--- config.mk ---
export PLATFORM = sky130hd
export DESIGN_NAME = ps2_send
export DESIGN_NICKNAME = d
export VERILOG_FILES = /design/src/rtl/ps2_send.sv
export SDC_FILE = /design/constraint.sdc
export NUM_CORES = 1
export LEC_CHECK = 0
export CAP_MARGIN = 30
export CORE_MARGIN = 2
export CORE_UTILIZATION = 42
export CTS_CLUSTER_DIAMETER = 80
export CTS_CLUSTER_SIZE = 14
export DETAILED_ROUTE_END_ITERATION = 10
export PLACE_DENSITY = 0.61
export SYNTH_ARGS = -nofsm -noshare
export SYNTH_HDL_FRONTEND = slang
export SYNTH_SLANG_ARGS = --single-unit
export TNS_END_PERCENT = 30
--- constraint.sdc ---
create_clock -name clk -period 3.7 [get_ports clk]
set_input_delay 0.74 -clock clk [delete_from_list [all_inputs] [get_ports clk]]
set_output_delay 0.74 -clock clk [all_outputs]
set_load 0.1 [all_outputs]
--- src/rtl/ps2_send.sv ---
// PS/2 host-to-device transmitter: inhibits the bus, issues the request-to-send,
// shifts out byte + odd parity on device clock edges, and checks the device ACK.
module ps2_send #(
    parameter int unsigned INHIBIT_CYCLES = 5000,
    parameter int unsigned TIMEOUT_CYCLES = 750000
) (
    input  logic       clk,
    input  logic       i_sclr,
    input  logic       i_kbclk_en,
    input  logic       i_ps2_dat,
    input  logic       i_start,
    input  logic [7:0] i_byte,
    output logic       o_ps2_clk_oe,
    output logic       o_ps2_dat_oe,
    output logic       o_busy,
    output logic       o_done,
    output logic       o_ack_err,
    output logic       o_timeout
);

    localparam int unsigned IW = $clog2(INHIBIT_CYCLES + 1);
    localparam int unsigned TW = $clog2(TIMEOUT_CYCLES + 1);
    localparam logic [IW-1:0] INH_LAST = IW'(INHIBIT_CYCLES - 1);
    localparam logic [TW-1:0] TMO_LAST = TW'(TIMEOUT_CYCLES - 1);

    typedef enum logic [2:0] {
        IDLE,
        INHIBIT,
        REQ,
        SEND,
        ACK
    } state_t;

    state_t        state;
    logic [7:0]    byte_q;
    logic          parity_q;
    logic [3:0]    bit_cnt;
    logic [IW-1:0] inh_cnt;
    logic [TW-1:0] timer;

    assign o_busy = (state != IDLE);

    always_ff @(posedge clk) begin
        if (i_sclr) begin
            state        <= IDLE;
            byte_q       <= '0;
            parity_q     <= 1'b0;
            bit_cnt      <= '0;
            inh_cnt      <= '0;
            timer        <= '0;
            o_ps2_clk_oe <= 1'b0;
            o_ps2_dat_oe <= 1'b0;
            o_done       <= 1'b0;
            o_ack_err    <= 1'b0;
            o_timeout    <= 1'b0;
        end else begin
            o_done    <= 1'b0;
            o_ack_err <= 1'b0;
            o_timeout <= 1'b0;
            case (state)
                IDLE: begin
                    if (i_start) begin
                        byte_q       <= i_byte;
                        parity_q     <= ~^i_byte;
                        bit_cnt      <= '0;
                        inh_cnt      <= '0;
                        timer        <= '0;
                        o_ps2_clk_oe <= 1'b1;
                        o_ps2_dat_oe <= 1'b0;
                        state        <= INHIBIT;
                    end
                end
                INHIBIT: begin
                    if (inh_cnt == INH_LAST) begin
                        o_ps2_dat_oe <= 1'b1;
                        state        <= REQ;
                    end else begin
                        inh_cnt <= inh_cnt + 1'b1;
                    end
                end
                REQ: begin
                    o_ps2_clk_oe <= 1'b0;
                    timer        <= '0;
                    state        <= SEND;
                end
                SEND: begin
                    // A device edge in the would-be timeout cycle wins over the timeout.
                    if (i_kbclk_en) begin
                        timer   <= '0;
                        bit_cnt <= bit_cnt + 1'b1;
                        if (bit_cnt < 4'd8) begin
                            o_ps2_dat_oe <= ~byte_q[bit_cnt[2:0]];
                        end else if (bit_cnt == 4'd8) begin
                            o_ps2_dat_oe <= ~parity_q;
                        end else begin
                            o_ps2_dat_oe <= 1'b0;
                            state        <= ACK;
                        end
                    end else if (timer == TMO_LAST) begin
                        o_timeout    <= 1'b1;
                        o_ps2_clk_oe <= 1'b0;
                        o_ps2_dat_oe <= 1'b0;
                        state        <= IDLE;
                    end else begin
                        timer <= timer + 1'b1;
                    end
                end
                ACK: begin
                    o_ps2_dat_oe <= 1'b0;
                    if (i_kbclk_en) begin
                        o_done    <= ~i_ps2_dat;
                        o_ack_err <= i_ps2_dat;
                        timer     <= '0;
                        state     <= IDLE;
                    end else if (timer == TMO_LAST) begin
                        o_timeout    <= 1'b1;
                        o_ps2_clk_oe <= 1'b0;
                        state        <= IDLE;
                    end else begin
                        timer <= timer + 1'b1;
                    end
                end
                default: begin
                    o_ps2_clk_oe <= 1'b0;
                    o_ps2_dat_oe <= 1'b0;
                    state        <= IDLE;
                end
            endcase
        end
    end

endmodule
**Word level (Yosys, flattened, before mapping)**

Index checks and enable logic that the tools add are counted.

- Flip-flop bits (word level): 54
- Logic and storage cells: 88

- Add/subtract/negate cells: 3
- Magnitude comparators: 2
- Eq/ne operators: 17
- Mux-type cells: 31
- Bitwise logic cells: 8
- Reduce and logical (&&, ||, !) cells: 16

Operator list:

| kind | number |
|---|---|
| $mux W20 | 3 |
| $pmux W20 S3 | 1 |
| $mux W13 | 2 |
| $pmux W13 S2 | 1 |
| $mux W3 | 7 |
| $add A20 B1 Y20 const B | 1 |
| $eq A20 B20 Y1 const B | 1 |
| $pmux W3 S5 | 1 |
| $add A13 B1 Y13 const B | 1 |
| $eq A13 B13 Y1 const B | 1 |
| $ne A3 B3 Y1 const B | 4 |
| $reduce_and A4 Y1 | 3 |
| $mux W1 | 10 |
| $ne A2 B2 Y1 const B | 5 |
| $reduce_and A3 Y1 | 3 |
| $mux W4 | 2 |
| $not A1 Y1 | 8 |
| $pmux W4 S2 | 1 |
| $reduce_xnor A8 Y1 | 1 |
| $eq A3 B2 Y1 const B | 2 |
| $reduce_bool A3 Y1 | 2 |
| $reduce_or A3 Y1 | 2 |
| $add A4 B1 Y4 const B | 1 |
| $eq A4 B4 Y1 const B | 1 |
| 12 further kinds | 13 |

**Longest topological paths before layout**

Gate-level depths: netlist of run 1.

- Depth in word-level cells: 6
- Mapped depth: 7
- Mapped depth without buffers: 6

**Worst setup path after synthesis of run 1**

No wires, ideal clock.

- Path type: input -> register
- From: input port i_start
- To: register inh_cnt[5]
- Setup time: 70 ps
- Arrival: 1915 ps
- Required time: 3630 ps
- Path slack: 1715 ps
- Stages: 5
- Path buffers: 0
- Cell sequence: nor4b_2 o2111ai_1 a21o_2 or3_1 a21oi_1

- Word-level cells in the longest chain between the ends: 2

RTL lines:

| element | line | text |
|---|---|---|
| from (decl) | 11 | `input logic i_start,` |
| $ne A2 B2 Y1 (no source line) | -- |  |
| $reduce_and A3 Y1 (no source line) | -- |  |
| to (signal assigned) | 78 | `inh_cnt <= inh_cnt + 1'b1;` |
| to (decl) | 38 | `logic [IW-1:0] inh_cnt;` |

Every way passes these cells.
A chain may end at the register's enable or synchronous reset.

**Worst setup path in the final report of run 1**

- From: register o_ps2_dat_oe
- To: output port o_ps2_dat_oe

RTL lines:

| element | line | text |
|---|---|---|
| from (decl) | 14 | `output logic o_ps2_dat_oe,` |
| from (signal assigned) | 92 | `o_ps2_dat_oe <= ~byte_q[bit_cnt[2:0]];` |
| from (signal assigned) | 94 | `o_ps2_dat_oe <= ~parity_q;` |

No word-level cell between the ends.

==> results of run 1 <==
[per-stage QoR]
step / hold WS, ps / power (W) / instance area, sq um / worst slack (ps) / instances
floorplan: 432 / 0.000700 / 2760 / 1720 / 312
global placement: 442 / 0.000738 / 2970 / 942 / 397
detailed placement: 449 / 0.000738 / 2970 / 902 / 397
CTS: 463 / 0.00105 / 3050 / 1090 / 404
global route: 477 / 0.00109 / 3050 / 1050 / 404
finish: 459 / 0.00104 / 3050 / 1100 / 404
[metal layers]
layer	up-vias	GRT usage (%)	routed length [um]
met5	-	0	0
met4	0	4.33	52
met3	5	3.40	160
met2	34	24.3	2410
met1	1010	22.8	2860
li1	1145	-	-
[final timing paths]
| path | endpoint | slack, ps | cells after the start |
|---|---|---|---|
| max | o_ps2_dat_oe | 1100 | 1 |
| max reg2reg | inh_cnt[0] | 1550 | 5 |
| min reg2reg | byte_q[0] | 460 | 2 |
| min | byte_q[0] | 460 | 2 |
[power breakdown]
group / internal [W] / switching, W / leakage, nW
clock network: 0.000130 / 0.000187 / 0.0373
registers: 0.000593 / 0.00000990 / 0.437
logic: 0.0000492 / 0.0000731 / 0.539
total: 0.000772 / 0.000270 / 1.01
[flip-flops by register name, indices dropped and copies added, names as in the netlist]
name and flops:
o_done 1, byte_q 8, timer 20, bit_cnt 4
parity_q 1, inh_cnt 13, o_ack_err 1, o_ps2_clk_oe 1
o_timeout 1, state 3, o_ps2_dat_oe 1
[kinds of logic after synthesis]
logic type                 Yosys count  share of synthesized area [%]
xor gates and xnor gates            31                           9.85
muxes                                6                           3.68
AOI/OAI and AO/OA                   57                           13.5
buffers and inverters               18                           3.54
DFF                                 54                           39.2
and+or+nand+nor                    142                           28.4
adders and majority gates            4                           1.82
[cell type report]
class                           count  area (sq um)  share of cell area (%)
Multi-Input combinational cell    240          1580                    51.7
Timing Repair Buffer               20           193                    6.32
Sequential cell                    54          1080                    35.4
Tap cell                           77          96.3                    3.16
Inverter                            6          22.5                   0.738
Clock inverter                      1          7.51                   0.246
Clock buffer                        6          72.6                    2.38
[worst min-delay path, cell delays in order (launching register included)]
cell and delay [ps]:
dfxtp_1 320, nand2_1 50, a21oi_1 50
[synthesized netlist by cell type (4+ instances only)]
library cell / instances
xnor2_1: 16
dfxtp_1: 54
clkbuf_1: 5
nor2_1: 33
nand2_1: 34
and4_1: 5
and3_1: 5
nand3_1: 16
inv_1: 6
xor2_1: 15
a211oi_1: 4
ha_1: 4
nand3b_1: 4
o21ai_0: 7
nand4_1: 9
a21oi_1: 25
a31oi_1: 5
nor4_1: 4
or3_1: 7
==> run metrics, run 1 <==
clock-pin slew on the worst setup and hold paths 100 ps; Tmin final between 2000 and 3000 ps; fin. max-slew vios 0; Layout area overhead 10.7%; crit path max fanout 3; Bufs and invs on worst path 1; Setup crit end kind output port; synth unique cells 57; post-CTS setup buffers 0; relative slew slack about a third; DR vias/cell around 5.4; Hold-fix buffers, CTS 0; Routed Wire Length between 5000 and 6000 um; CP top delay family buffers and inverters; final setup violating endpoints 0; I/O pin cnt 19; post-synthesis sequential area ratio 39.2%; Post-Synthesis Net Count roughly 330; setup TNS 0 ps; initial core utilization between 40% and 50%; vias in the first global route between 2000 and 2500; final hold violations 0; CTS root buf clkbuf_8; ANT cells 0; Worst-Margin Slew slightly below 1000 ps; layout net count between 300 and 400; Yosys warnings 0; number of synthesized register bits 54; remaining routing DRC violations 0; Crit. Startpoint o_ps2_dat_oe; outcome finished clean; fmax 0.385 GHz; Synth area leader dfxtp_1; antenna-violating nets left 0; Post-synth EDFFs 0; RSZ-0062 raised after global routing no; CP required between 2000 and 3000 ps; Post-Synthesis Cell Area between 2000 and 3000 sq um; Mean Syn Cell Area 8.83 sq um; Critical R2R Launch inh_cnt[7]; Finished Core Util between 40 and 50%; largest net degree at the start of global routing 19; Tcrit/Tclk final approximately 70%; Rows 29; Final GP Congestion 0.792; startpoint types flip-flop; via count roughly 2200; ys flop type dfxtp_1; CTS Buffer Depth 2; HP Class flip-flop to flip-flop; die height 85.0 um; Critical Path AT ~1900 ps; core area between 6000 and 7000 sq um; all-layer global routing usage 15.9%; Setup CP Type flip-flop to output port; Filler cells slightly above 600; Peak supply drop roughly 0.00018 V; DR pass1 iterations 4; Num CTS Buffers 5; TritonCTS Sinks between 50 and 60; CP max stage cell clkdlybuf4s50_1; P_leak 1.01 nW; Overflow after GRT 0; hold path start byte_q[0]; leading cell type in the layout, fill and taps excluded dfxtp_1; H-tree depth 2; Max stage delay on crit path 1160 ps; Synth top area share 39.2%; commonest cells after routing, fill and taps aside dfxtp_1 (54), nand2_1 (34), nor2_1 (33); CP cell instances clkdlybuf4s50_1; Post-synth ARST share 0%; Clock Latency Late Sink slightly above 300 ps; Wirelength per Cell between 10 and 15 um; first-pass GRT wire length 9590 um; # Max-Cap Violations 0; Iter 0 DRT Violations between 100 and 150; post_cts resized 0; Power Density around 340 nW/um^2; Detail Placement HPWL about 3900 um; IO buf count 18; initial antenna violation count 0; clock skew roughly 14 ps; Die Width 85.0 um; Die Area roughly 7200 sq um; CTS tree built; top cells by area in the synthesized netlist dfxtp_1 (39%), xnor2_1 (5.1%), xor2_1 (4.8%); share of cells above drive strength 1 9.48%; Mapped Cells between 300 and 400
(Power assumes the default switching activity.)
==> run 2: changes to the inputs <==
Settings changed: PLACE_DENSITY 0.61 to 0.63.
Clock period 3.7 ns to 2.2 ns, I/O delays scaled along.
==> run 2 against run 1 <==
Against the previous run: power is 80% higher; sequential share of layout area is 1.9 points lower; combinational power is 89% higher; sequential power is 68% higher; non-clock buffer count is 19 higher; clock power is 100% higher; design area is 5.7% higher; first-iteration DRC count is 1.8% higher; critical path type is now flip-flop to flip-flop.
==> run metrics, run 2 (synthesis gave the netlist of run 1 again) <==
layout net count 363; Power Density 583 nW/um^2; area of the multi-input gates 1580 sq um; PnR worst setup slack slightly below 200 ps; die height 85.0 um; Rows 29; startpoint types flip-flop; outcome finished clean; fmax roughly 0.50 GHz; Layout area overhead 16.9%; CTS root buf clkbuf_8; H-tree depth 2; largest reg by FF count timer; antenna-violating nets left 0; Wirelength per Cell between 10 and 15 um; post-CTS setup buffers 0; largest net degree at the start of global routing 16; final setup violating endpoints 0; Clock Latency Late Sink a little over 300 ps; HP Class flip-flop to flip-flop; post_cts resized 0; Setup CP Type flip-flop to flip-flop; CP required between 2000 and 2500 ps; non-filler cells, final between 400 and 500; Hold Path End parity_q; core area between 6000 and 7000 sq um; TritonCTS Sinks 54; pre-CTS WS -34.1 ps; relative slew slack between 60% and 70%; Finished Core Util about half; placed insts 416; Detail Placement HPWL ~4200 um; initial core utilization between 40% and 50%; Worst-Margin Slew between 400 and 500 ps; Peak supply drop 0.000309 V; GRT Max-Usage Layer met2; r2r setup slk 190 ps; P_leak ~1.1 nW; final hold violations 0; Overflow after GRT 0; fin. max-slew vios 0; ANT cells 0; CTS tree built; Critical Path AT ~2300 ps; Setup crit end kind flip-flop; # Max-Cap Violations 0; Final GP Congestion between 0.8 and 0.9; Iter 0 DRT Violations between 100 and 150; I/O pin cnt 19; met1 Use GR around 23%; vias in the first global route between 2000 and 2500; share of cells above drive strength 1 about 16%; Power, Total roughly 0.0019 W; initial antenna violation count 0; IO buf count 18; clock skew 8.01 ps; Filler cells 612; remaining routing DRC violations 0; CTS Buffer Depth 2; clock-pin slew on the worst setup and hold paths 90 ps; RSZ-0062 raised after global routing no; all-layer global routing usage 16.7%; Top Registers timer (20), inh_cnt (13), byte_q (8); commonest cells after routing, fill and taps aside dfxtp_1 (54), nand2_1 (34), nor2_1 (33); Routed Wire Length between 5000 and 6000 um; Num CTS Buffers 5; Largest register FFs 20; DR vias/cell approximately 5.4; Die Width between 80 and 90 um; end of the worst register-to-register path inh_cnt[0]; Tmin final approximately 2000 ps; first-pass GRT wire length ~10000 um; DR pass1 iterations 4; worst r2r path cells 5; Hold-fix buffers, CTS 0; met3 Use GR 3.89%; Worst Hold Path Cells 2; FF+latch area around 1100 sq um; Critical R2R Launch inh_cnt[6]; met2 Use GR about a quarter; hold path start parity_q; via count roughly 2300; crit path max fanout 6; leading cell type in the layout, fill and taps excluded dfxtp_1; Tcrit/Tclk final approximately 91%; Die Area between 7000 and 8000 sq um
[run 2: critical path: stages, from the launching register on]
cell and delay, ps:
dfxtp_1 360, or4b_4 580, nor4_4 400, or2b_2 210, mux2_2 330, nor2_1 70
[run 2: metal layers]
metal,up-vias,wire length [um]
met3,6,205
met5,-,0
met1,1055,3000
li1,1186,-
met2,35,2520
met4,0,79
[run 2: how the worst max path moves through the flow]
stage | from | end | cells after the start
floorplan | inh_cnt[7] | inh_cnt[0] | 5
global placement | i_start | timer[19] | 7
detailed placement | i_start | timer[19] | 7
CTS | inh_cnt[6] | inh_cnt[0] | 5
global route | inh_cnt[6] | inh_cnt[0] | 5
finish | inh_cnt[6] | inh_cnt[0] | 5
[run 2: final cells by class]
| type | instances | share of cell area [%] |
|---|---|---|
| Tap cell | 77 | 2.99 |
| Inverter | 6 | 0.699 |
| Multi-Input combinational cell | 240 | 49.0 |
| Timing Repair Buffer | 39 | 10.4 |
| Sequential cell | 54 | 33.5 |
| Clock buffer | 8 | 3.42 |
[run 2: metrics by stage]
stage / area, sq um / hold slack (ps) / setup TNS [ps]
finish: 3220 / 454 / 0
global placement: 3110 / 441 / 0
global route: 3220 / 480 / 0
detailed placement: 3110 / 445 / -60.4
floorplan: 2760 / 432 / 0
CTS: 3220 / 459 / 0
[run 2: power by group]
| part | total [W] | leakage [nW] | switching (W) | internal (W) |
|---|---|---|---|---|
| sequential | 0.00101 | 0.437 | 0.0000172 | 0.000997 |
| clock | 0.000635 | 0.0575 | 0.000316 | 0.000318 |
| combinational | 0.000230 | 0.644 | 0.000127 | 0.000103 |
| total | 0.00188 | 1.14 | 0.000461 | 0.00142 |
